==> config.mk <==
export PLATFORM = sky130hd
export DESIGN_NAME = remote_load_resp_wb
export DESIGN_NICKNAME = d
export VERILOG_FILES = /design/src/rtl/remote_load_resp_wb.sv
export SDC_FILE = /design/constraint.sdc
export NUM_CORES = 1
export LEC_CHECK = 0
export ABC_CLOCK_PERIOD_IN_PS = 3700
export CAP_MARGIN = 15
export CORE_MARGIN = 1.5
export CORE_UTILIZATION = 42
export DETAILED_ROUTE_END_ITERATION = 7
export MAX_ROUTING_LAYER = met4
export PLACE_DENSITY = 0.82
export RECOVER_POWER = 100
export SLEW_MARGIN = 40
export SYNTH_ARGS = -nofsm -noshare
export SYNTH_HDL_FRONTEND = slang
export SYNTH_SLANG_ARGS = --single-unit
==> constraint.sdc <==
create_clock -name clk_i -period 3.7 [get_ports clk_i]
set_input_delay 0.74 -clock clk_i [delete_from_list [all_inputs] [get_ports clk_i]]
set_output_delay 0.74 -clock clk_i [all_outputs]
set_load 0.03 [all_outputs]
==> src/rtl/remote_load_resp_wb.sv <==
// Buffers remote load responses, extracts sub-word results and routes them to int/float/icache.
// Define REMOTE_LOAD_RESP_BYPASS_EN to let a response skip an empty buffer in the same cycle.
module remote_load_resp_wb #(
    parameter int unsigned data_width_p      = 32,
    parameter int unsigned reg_addr_width_p  = 5,
    parameter int unsigned fifo_els_p        = 2,
    parameter int unsigned max_out_credits_p = 32
) (
    input  logic                                     clk_i,
    input  logic                                     reset_i,
    input  logic                                     resp_v_i,
    input  logic [data_width_p-1:0]                  resp_data_i,
    input  logic [6:0]                               resp_load_info_i,
    input  logic [reg_addr_width_p-1:0]              resp_reg_id_i,
    output logic                                     resp_yumi_o,
    input  logic                                     load_issue_i,
    output logic                                     int_wb_v_o,
    output logic [reg_addr_width_p-1:0]              int_wb_rd_o,
    output logic [data_width_p-1:0]                  int_wb_data_o,
    input  logic                                     int_wb_yumi_i,
    output logic                                     float_wb_v_o,
    output logic [reg_addr_width_p-1:0]              float_wb_rd_o,
    output logic [data_width_p-1:0]                  float_wb_data_o,
    input  logic                                     float_wb_yumi_i,
    output logic                                     icache_v_o,
    output logic [data_width_p-1:0]                  icache_data_o,
    input  logic                                     icache_yumi_i,
    output logic [$clog2(max_out_credits_p+1)-1:0]   out_count_o,
    output logic                                     pending_o
);

    localparam int unsigned PtrW = (fifo_els_p > 1) ? $clog2(fifo_els_p) : 1;
    localparam int unsigned OccW = $clog2(fifo_els_p + 1);
    localparam int unsigned CntW = $clog2(max_out_credits_p + 1);

    // load_info packing: {float_wb, icache_fetch, is_unsigned_op, is_byte_op, is_hex_op, part_sel}
    localparam int unsigned InfoFloat    = 6;
    localparam int unsigned InfoIcache   = 5;
    localparam int unsigned InfoUnsigned = 4;
    localparam int unsigned InfoByte     = 3;
    localparam int unsigned InfoHex      = 2;

    logic [data_width_p-1:0]     data_q [fifo_els_p];
    logic [6:0]                  info_q [fifo_els_p];
    logic [reg_addr_width_p-1:0] rd_q   [fifo_els_p];

    logic [PtrW-1:0] rptr_q, rptr_d, wptr_q, wptr_d;
    logic [OccW-1:0] occ_q, occ_d;
    logic [CntW-1:0] cnt_q, cnt_d;

    logic                        empty, full, bypass_v, head_v;
    logic [data_width_p-1:0]     head_data;
    logic [6:0]                  head_info;
    logic [reg_addr_width_p-1:0] head_rd;
    logic                        sel_icache, sel_float, sel_int;
    logic [7:0]                  byte_sel;
    logic [15:0]                 hex_sel;
    logic                        ext_sign;
    logic [data_width_p-1:0]     int_data;
    logic                        pop, bypass_pop, fifo_pop, push;

    assign empty = (occ_q == '0);
    assign full  = (occ_q == OccW'(fifo_els_p));

`ifdef REMOTE_LOAD_RESP_BYPASS_EN
    assign bypass_v = empty & resp_v_i & reset_i;
`else
    assign bypass_v = 1'b0;
`endif

    always_comb begin
        head_v = ~empty | bypass_v;
        if (bypass_v) begin
            head_data = resp_data_i;
            head_info = resp_load_info_i;
            head_rd   = resp_reg_id_i;
        end else begin
            head_data = data_q[rptr_q];
            head_info = info_q[rptr_q];
            head_rd   = rd_q[rptr_q];
        end
    end

    // icache refill outranks float writeback, which outranks integer writeback
    assign sel_icache = head_v & head_info[InfoIcache];
    assign sel_float  = head_v & ~head_info[InfoIcache] & head_info[InfoFloat];
    assign sel_int    = head_v & ~head_info[InfoIcache] & ~head_info[InfoFloat];

    always_comb begin
        byte_sel = 8'h00;
        case (head_info[1:0])
            2'd0:    byte_sel = head_data[7:0];
            2'd1:    byte_sel = head_data[15:8];
            2'd2:    byte_sel = head_data[23:16];
            default: byte_sel = head_data[31:24];
        endcase
        hex_sel  = head_info[1] ? head_data[31:16] : head_data[15:0];
        ext_sign = 1'b0;
        if (head_info[InfoByte]) begin
            ext_sign = ~head_info[InfoUnsigned] & byte_sel[7];
            int_data = {{(data_width_p-8){ext_sign}}, byte_sel};
        end else if (head_info[InfoHex]) begin
            ext_sign = ~head_info[InfoUnsigned] & hex_sel[15];
            int_data = {{(data_width_p-16){ext_sign}}, hex_sel};
        end else begin
            int_data = head_data;
        end
    end

    assign int_wb_v_o      = sel_int;
    assign int_wb_rd_o     = sel_int ? head_rd : '0;
    assign int_wb_data_o   = sel_int ? int_data : '0;
    assign float_wb_v_o    = sel_float;
    assign float_wb_rd_o   = sel_float ? head_rd : '0;
    assign float_wb_data_o = sel_float ? head_data : '0;
    assign icache_v_o      = sel_icache;
    assign icache_data_o   = sel_icache ? head_data : '0;

    assign pop = (sel_int & int_wb_yumi_i) | (sel_float & float_wb_yumi_i)
               | (sel_icache & icache_yumi_i);
    assign bypass_pop  = bypass_v & pop;
    assign fifo_pop    = pop & ~bypass_pop;
    // Full blocks acceptance even when the head leaves this cycle
    assign resp_yumi_o = reset_i & resp_v_i & ~full;
    assign push        = resp_yumi_o & ~bypass_pop;

    always_comb begin
        wptr_d = wptr_q;
        rptr_d = rptr_q;
        occ_d  = occ_q;
        if (push) begin
            wptr_d = (wptr_q == PtrW'(fifo_els_p - 1)) ? '0 : wptr_q + 1'b1;
        end
        if (fifo_pop) begin
            rptr_d = (rptr_q == PtrW'(fifo_els_p - 1)) ? '0 : rptr_q + 1'b1;
        end
        if (push && !fifo_pop) begin
            occ_d = occ_q + 1'b1;
        end else if (fifo_pop && !push) begin
            occ_d = occ_q - 1'b1;
        end
    end

    always_comb begin
        cnt_d = cnt_q;
        if (load_issue_i && !pop) begin
            if (cnt_q != CntW'(max_out_credits_p)) begin
                cnt_d = cnt_q + 1'b1;
            end
        end else if (pop && !load_issue_i) begin
            if (cnt_q != '0) begin
                cnt_d = cnt_q - 1'b1;
            end
        end
    end

    always_ff @(posedge clk_i) begin
        if (!reset_i) begin
            wptr_q <= '0;
            rptr_q <= '0;
            occ_q  <= '0;
            cnt_q  <= '0;
        end else begin
            wptr_q <= wptr_d;
            rptr_q <= rptr_d;
            occ_q  <= occ_d;
            cnt_q  <= cnt_d;
        end
    end

    always_ff @(posedge clk_i) begin
        if (push) begin
            data_q[wptr_q] <= resp_data_i;
            info_q[wptr_q] <= resp_load_info_i;
            rd_q[wptr_q]   <= resp_reg_id_i;
        end
    end

    assign out_count_o = cnt_q;
    assign pending_o   = (cnt_q != '0);

`ifndef SYNTHESIS
    always_ff @(posedge clk_i) begin
        if (reset_i) begin
            if (int_wb_yumi_i && !sel_int) $error("int_wb_yumi_i without int_wb_v_o");
            if (float_wb_yumi_i && !sel_float) $error("float_wb_yumi_i without float_wb_v_o");
            if (icache_yumi_i && !sel_icache) $error("icache_yumi_i without icache_v_o");
            if (load_issue_i && !pop && cnt_q == CntW'(max_out_credits_p)) begin
                $error("outstanding load counter overflow");
            end
            if (pop && !load_issue_i && cnt_q == '0) $error("outstanding load counter underflow");
        end
    end
`endif

endmodule

==> results.py, run 1 <==
metrics = {
    "global_route": {
        "antenna_found_initial": 1,
        "grt_first_pass_wirelength_um": 21900,
        "grt.overflow.total": 0,
        "grt_pass1_vias": 4174,
        "gr-usage-all-layers_pct": 22.8,
        "grt_max_degree": 46,
    },
    "yosys": {
        "synth_adder_area_share_pct": 1.60,
        "synthesis.nets": 509,
        "ys_warn_count": 0,
        "synth_area_per_cell_um2": 11.4,
        "synth-compound-area-share_pct": 9.53,
        "synthArstFlopShare_pct": 0,
        "muxShareOfSynthArea_pct": 15.7,
        "synth_xor_xnor_area_share_pct": 0.849,
        "yosys.area_share.simple_pct": 13.4,
        "synth_top_family_by_area": "multiplexers",
        "synth_edf_count": 88,
        "synth_ff_type": "edfxtp_1",
        "ys_seq_elements": 99,
        "synth_seq_area_share_pct": 55.5,
        "syn_area_mm2": 0.00516,
        "synth.distinct_cells": 45,
        "syn_inst": 452,
    },
    "pwr": {
        "p_leak_nw": 2.60,
        "peakVddDrop_mv": 0.377,
        "p_per_area_mw_per_mm2": 741,
    },
    "clock_network": {
        "clock-root-buffer": "clkbuf_16",
        "cts_sinks": 99,
        "numCtsBuffers": 9,
        "clkTransAtPathRegs_ps": 70,
        "cts_hold_buffers": 0,
        "htree_levels": 3,
        "insertion_delay_ps": 350,
        "clock_path_buffers": 2,
        "cts_tree": "yes",
    },
    "hold_path": {
        "hold_class": "register to register",
        "hold_start": "out_count_o[4]",
        "hold_depth": 2,
    },
    "worst_setup_path": {
        "max_stage_delay_ps": 610,
        "critPathRequiredTime_ps": 2960,
        "reg2reg_to": "out_count_o[5]",
        "critical_path.top_delay_family": "multiplexers",
        "reg2reg_slack_ps": 300,
        "critPathLaunchType": "register",
        "worstPathCellList": "clkbuf_2 > mux2i_1 > mux2i_1 > a211oi_1 > a211oi_1 > buf_12",
        "cp.arrival_ps": 2810,
        "endpoint_kind": "output pin",
        "slowest_stage": "mux2i_1",
        "crit_end": "int_wb_data_o[6]",
        "path_buf_inv": 2,
        "setup.worst_path.class": "register to output pin",
        "cp_max_fo": 15,
        "reg2reg_depth": 11,
        "worst-path-stages": 6,
    },
    "drt": {
        "drt-pass1-iter-count": 5,
        "drt_iter0_drc": 258,
        "remaining_drc_errors": 0,
        "post_drt_wl_per_cell_um": 18.5,
        "vias_per_cell": 5.38,
        "wirelength_um": 14400,
        "ant_nets": 0,
        "vias": 4167,
    },
    "final_layout": {
        "drive_above_1_share_pct": 14.0,
        "area_growth_syn_to_layout_pct": 35.7,
        "stdcell_count": 775,
        "finalNetCount": 679,
    },
    "place": {
        "routabilityCongestion": 0.906,
        "dp.cells": 758,
        "port_buffers": 167,
        "place_hpwl_um": 10500,
        "place_ws_ps": 372,
    },
    "outcome": {
        "violations": "capacitance limit, slew limit",
        "status": "finished with violations",
    },
    "timing": {
        "finalMaxSlewViolations": 23,
        "tightest_slew_ps": 1700,
        "setup_violations": 0,
        "fin_worst_skew_ps": 6.34,
        "period_minus_slack_ps": 3550,
        "hold_viol": 0,
        "fin_ws_ps": 148,
        "max_freq_mhz": 282,
        "rsz0062_at_grt": "false",
        "slew_headroom_pct": -13.2,
        "timing.final.crit_share_pct": 96.0,
        "setup-tns-final_ps": 0,
    },
    "run": {
        "maxCapViolCount": 1,
    },
    "floorplanning": {
        "num_io_pins": 168,
        "chipHeight_um": 114,
        "die_area_mm2": 0.0130,
        "initial_core_util_pct": 42.9,
        "core.rowCount": 40,
        "die_w_um": 114,
        "core_mm2": 0.0120,
    },
}
## cell usage after synthesis (2+ instances only)
master,instances,share of area [%]
mux2_1,2,0.44
nand3_1,16,1.6
buf_1,2,0.15
a211oi_1,24,3.5
ha_1,5,1.2
nor2b_1,9,1.1
edfxtp_1,88,51
xnor2_1,3,0.51
o211ai_1,2,0.29
nand2b_1,2,0.24
o21ai_0,4,0.39
nor2_1,82,6.0
a21oi_1,29,2.8
inv_1,4,0.29
and2_1,5,0.61
mux2_2,9,2.0
or3_1,2,0.24
a21o_1,2,0.29
xor2_1,2,0.34
a21boi_0,2,0.29
buf_4,5,0.73
buf_6,2,0.44
clkbuf_1,17,1.2
mux2i_1,62,12
dfxtp_1,11,4.3
buf_2,5,0.49
nand2_1,36,2.6
mux2_4,3,0.87
## timing repair
action,4_1_cts,5_1_grt
setup buffers,0,0
resized for setup,0,2
setup endpoints to repair,0,15
## routing by layer
| layer | vias up | part of all wire (%) | global-route usage [%] |
|---|---|---|---|
| met5 | - | 0 | - |
| met4 | 0 | 2.3 | 9.92 |
| met3 | 27 | 6.7 | 4.36 |
| met2 | 170 | 50 | 38.6 |
| met1 | 1983 | 41 | 26.7 |
| li1 | 1987 | - | - |
## cells in the final DEF, fill, tap and decap left out, types with 16 or more instances in the layout
master / count
a211oi_1: 24
a21oi_1: 29
buf_4: 22
clkbuf_1: 48
clkbuf_2: 19
clkdlybuf4s50_1: 28
dlygate4sd3_1: 63
edfxtp_1: 88
mux2i_1: 61
nand2_1: 35
nand3_1: 16
nor2_1: 81
## worst min path at each step
stage	end	slack (ps)
after global placement	out_count_o[4]	490
after floorplan	occ_q[1]	500
after CTS	out_count_o[4]	500
after global routing	out_count_o[5]	540
final	out_count_o[4]	500
after detailed placement	out_count_o[4]	490
## logic make-up (layout without fill, tap and decap cells)
group / Yosys count / after routing
compound gates: 72 / 72
xor+xnor: 5 / 5
fa+ha+maj: 6 / 6
buf+inv: 36 / 211
flops: 99 / 99
mux: 77 / 77
other cells: 0 / 1
simple gates: 157 / 157
## power by group
| part | internal, W | switching (W) |
|---|---|---|
| sequential | 0.00135 | 0.0000998 |
| clock | 0.000539 | 0.000436 |
| combinational | 0.00102 | 0.00174 |
## sequential cells by signal, summed over array words and instances, names as in the netlist, named ones only
signal,flops
out_count_o,6
rd_q,10
info_q,14
occ_q,2
wptr_q,1
rptr_q,1
data_q,64
## worst register-to-register path: cells and delay by family (launching register included)
family / cells / cell delay (ps)
compound gates: 6 / 1400
flops: 1 / 540
simple gates: 2 / 450
mux: 1 / 400
fa+ha+maj: 1 / 340
buf+inv: 1 / 160
## metrics by stage
| stage | utilization, % | area [um^2] | total power, W | hold WS [ps] |
|---|---|---|---|---|
| finish | 58.3 | 7000 | 0.00518 | 497 |
| global route | 58.3 | 7000 | 0.00547 | 542 |
| CTS | 60.9 | 7310 | 0.00538 | 505 |
| detailed placement | 58.3 | 7000 | 0.00440 | 492 |
| global placement | 58.3 | 7000 | 0.00434 | 487 |
| floorplan | - | 5160 | 0.00339 | 503 |
## cell type report
class	count	area (um^2)
clock buffers	9	225
inverters	5	18.8
fillers	1065	5010
flip-flops and latches	99	2860
multi-input cells	317	2120
well taps	147	184
diodes	1	2.50
clock inverters	7	83.8
repair buffers	190	1500
No activity file was read; power rests on OpenSTA's default activity.
==> run 2: changes to the inputs <==
--- a/config.mk
+++ b/config.mk
@@ -9,7 +9,9 @@
 export CAP_MARGIN = 15
 export CORE_MARGIN = 1.5
 export CORE_UTILIZATION = 42
+export CTS_CLUSTER_SIZE = 8
 export DETAILED_ROUTE_END_ITERATION = 7
+export GPL_TIMING_DRIVEN = 0
 export MAX_ROUTING_LAYER = met4
 export PLACE_DENSITY = 0.82
 export RECOVER_POWER = 100
==> results.py, run 2 (synthesis gave the netlist of run 1 again) <==
metrics = {
    "drt": {
        "post_drt_wl_per_cell_um": 19.5,
        "remaining_drc_errors": 0,
        "wirelength_um": 15300,
        "drt_iter0_drc": 263,
        "vias_per_cell": 5.48,
        "drt-pass1-iter-count": 6,
        "ant_nets": 0,
        "vias": 4296,
    },
    "hold_path": {
        "hold_class": "register to register",
    },
    "worst_setup_path": {
        "critical_path.top_delay_family": "multiplexers",
        "critPathRequiredTime_ps": 2960,
        "path_buf_inv": 3,
        "setup.worst_path.class": "register to output pin",
        "cp_max_fo": 10,
        "critPathLaunchType": "register",
        "max_stage_delay_ps": 400,
        "cp.arrival_ps": 2870,
        "slowest_stage": "dfxtp_1",
        "worstPathCellList": "buf_4 > mux2i_4 > mux2_1 > mux2i_1 > nand2_1 > buf_2 > a21oi_1 > clkdlybuf4s15_1",
        "endpoint_kind": "output pin",
    },
    "timing": {
        "tightest_slew_ps": 1370,
        "hold_viol": 0,
        "period_minus_slack_ps": 3610,
        "rsz0062_at_grt": "true",
        "finalMaxSlewViolations": 0,
        "setup-tns-final_ps": 0,
        "fin_ws_ps": 85.2,
        "timing.final.crit_share_pct": 97.7,
        "max_freq_mhz": 277,
        "fin_worst_skew_ps": 6.18,
        "setup_violations": 0,
        "slew_headroom_pct": 8.69,
    },
    "floorplanning": {
        "core_mm2": 0.0120,
        "core.rowCount": 40,
        "chipHeight_um": 114,
        "die_w_um": 114,
        "die_area_mm2": 0.0130,
        "initial_core_util_pct": 42.9,
        "num_io_pins": 168,
    },
    "place": {
        "place_ws_ps": -50.7,
        "routabilityCongestion": 0.853,
        "port_buffers": 166,
        "dpl-instance-area_mm2": 0.00708,
        "place_hpwl_um": 11300,
    },
    "clock_network": {
        "clock-root-buffer": "clkbuf_16",
        "post_cts_buffers": 0,
        "clock_path_buffers": 2,
        "htree_levels": 3,
        "insertion_delay_ps": 340,
        "cts_resized": 48,
        "cts_hold_buffers": 0,
        "numCtsBuffers": 9,
        "clkTransAtPathRegs_ps": 60,
        "cts_tree": "yes",
        "cts_sinks": 99,
    },
    "final_layout": {
        "final_core_util_pct": 60.4,
        "top_regs": "data_q: 64 flops, info_q: 14 flops, rd_q: 10 flops",
        "finalNetCount": 689,
        "max_flop_register": "data_q",
        "largest_register_ffs": 64,
        "drive_above_1_share_pct": 12.9,
        "fillers": 1008,
        "layout_commonest_cell": "dlygate4sd3_1",
        "mostFrequentLayoutCells": "dlygate4sd3_1 (96), edfxtp_1 (88), nor2_1 (82), mux2i_1 (47), nand2_1 (36)",
        "area_growth_syn_to_layout_pct": 40.8,
        "design_area_mm2": 0.00726,
    },
    "pwr": {
        "p_leak_nw": 2.86,
        "peakVddDrop_mv": 0.406,
        "p_per_area_mw_per_mm2": 724,
    },
    "global_route": {
        "grt_max_degree": 27,
        "antenna_found_initial": 1,
        "grt_first_pass_wirelength_um": 23200,
        "grt_pass1_vias": 4254,
        "gr-usage-all-layers_pct": 24.4,
        "grt.overflow.total": 0,
    },
    "outcome": {
        "status": "complete, no violations",
    },
    "run": {
        "maxCapViolCount": 0,
    },
}
==> run 2: cell count changes in the layout (fill, tap and decap cells not counted), sizes merged <==
cell | previous run | this run
inv | 9 | 7
clkdlybuf4s15 | 0 | 2
dlygate4sd3 | 63 | 96
clkbuf | 77 | 45
buf | 31 | 16
clkdlybuf4s50 | 28 | 34
clkinvlp | 0 | 1
dlygate4sd2 | 0 | 16
==> run 2: cell type report <==
cell class	count	area [um^2]	area share (%)
tap	147	184	2.53
multi-input combinational	317	2180	30.0
buffer	31	161	2.22
clock buffer	9	225	3.10
clock inverter	6	65.1	0.896
sequential	99	2860	39.4
antenna	1	2.50	0.0345
timing repair buffer	169	1560	21.5
inverter	5	18.8	0.259
==> run 2: final timing paths <==
| kind | start | endpoint | slack (ps) | depth (start not counted) |
|---|---|---|---|---|
| setup / recovery | register | int_wb_data_o[27] | 90 | 8 |
| hold / removal | out_count_o[4] | out_count_o[4] | 510 | 2 |
| setup reg to reg | register | out_count_o[5] | 470 | 11 |
| hold reg to reg | out_count_o[4] | out_count_o[4] | 510 | 2 |
==> run 2: metrics by stage <==
stage               power [W]  std cells  hold slack, ps
floorplan             0.00339        452             503
global placement      0.00434        765             497
detailed placement    0.00442        768             498
CTS                   0.00534        783             511
global route          0.00553        784             525
finish                0.00526        784             509
==> run 2: power breakdown <==
group | internal, W | leakage [nW] | switching, W | total, W
clock | 0.000523 | 0.142 | 0.000403 | 0.000925
sequential | 0.00135 | 0.897 | 0.0000809 | 0.00143
combinational | 0.00109 | 1.82 | 0.00181 | 0.00290
==> run 2: metal layers <==
metal	vias to the layer above	GRT usage, %	routed length, um
met5	-	-	0
met4	0	6.67	244
met3	20	5.42	1110
met2	218	41.0	7630
met1	2056	29.7	6260
li1	2002	-	-
==> run 2: worst reg2reg max path: stages, from the launching register on <==
cell and delay (ps):
dfxtp_1 400, mux2_2 380, o21ai_2 180, inv_1 160, a22oi_4 360, nand2_1 230, ha_1 340, a211oi_1 380
o21bai_1 160, a21oi_1 190, nor3b_1 210, o32ai_1 110
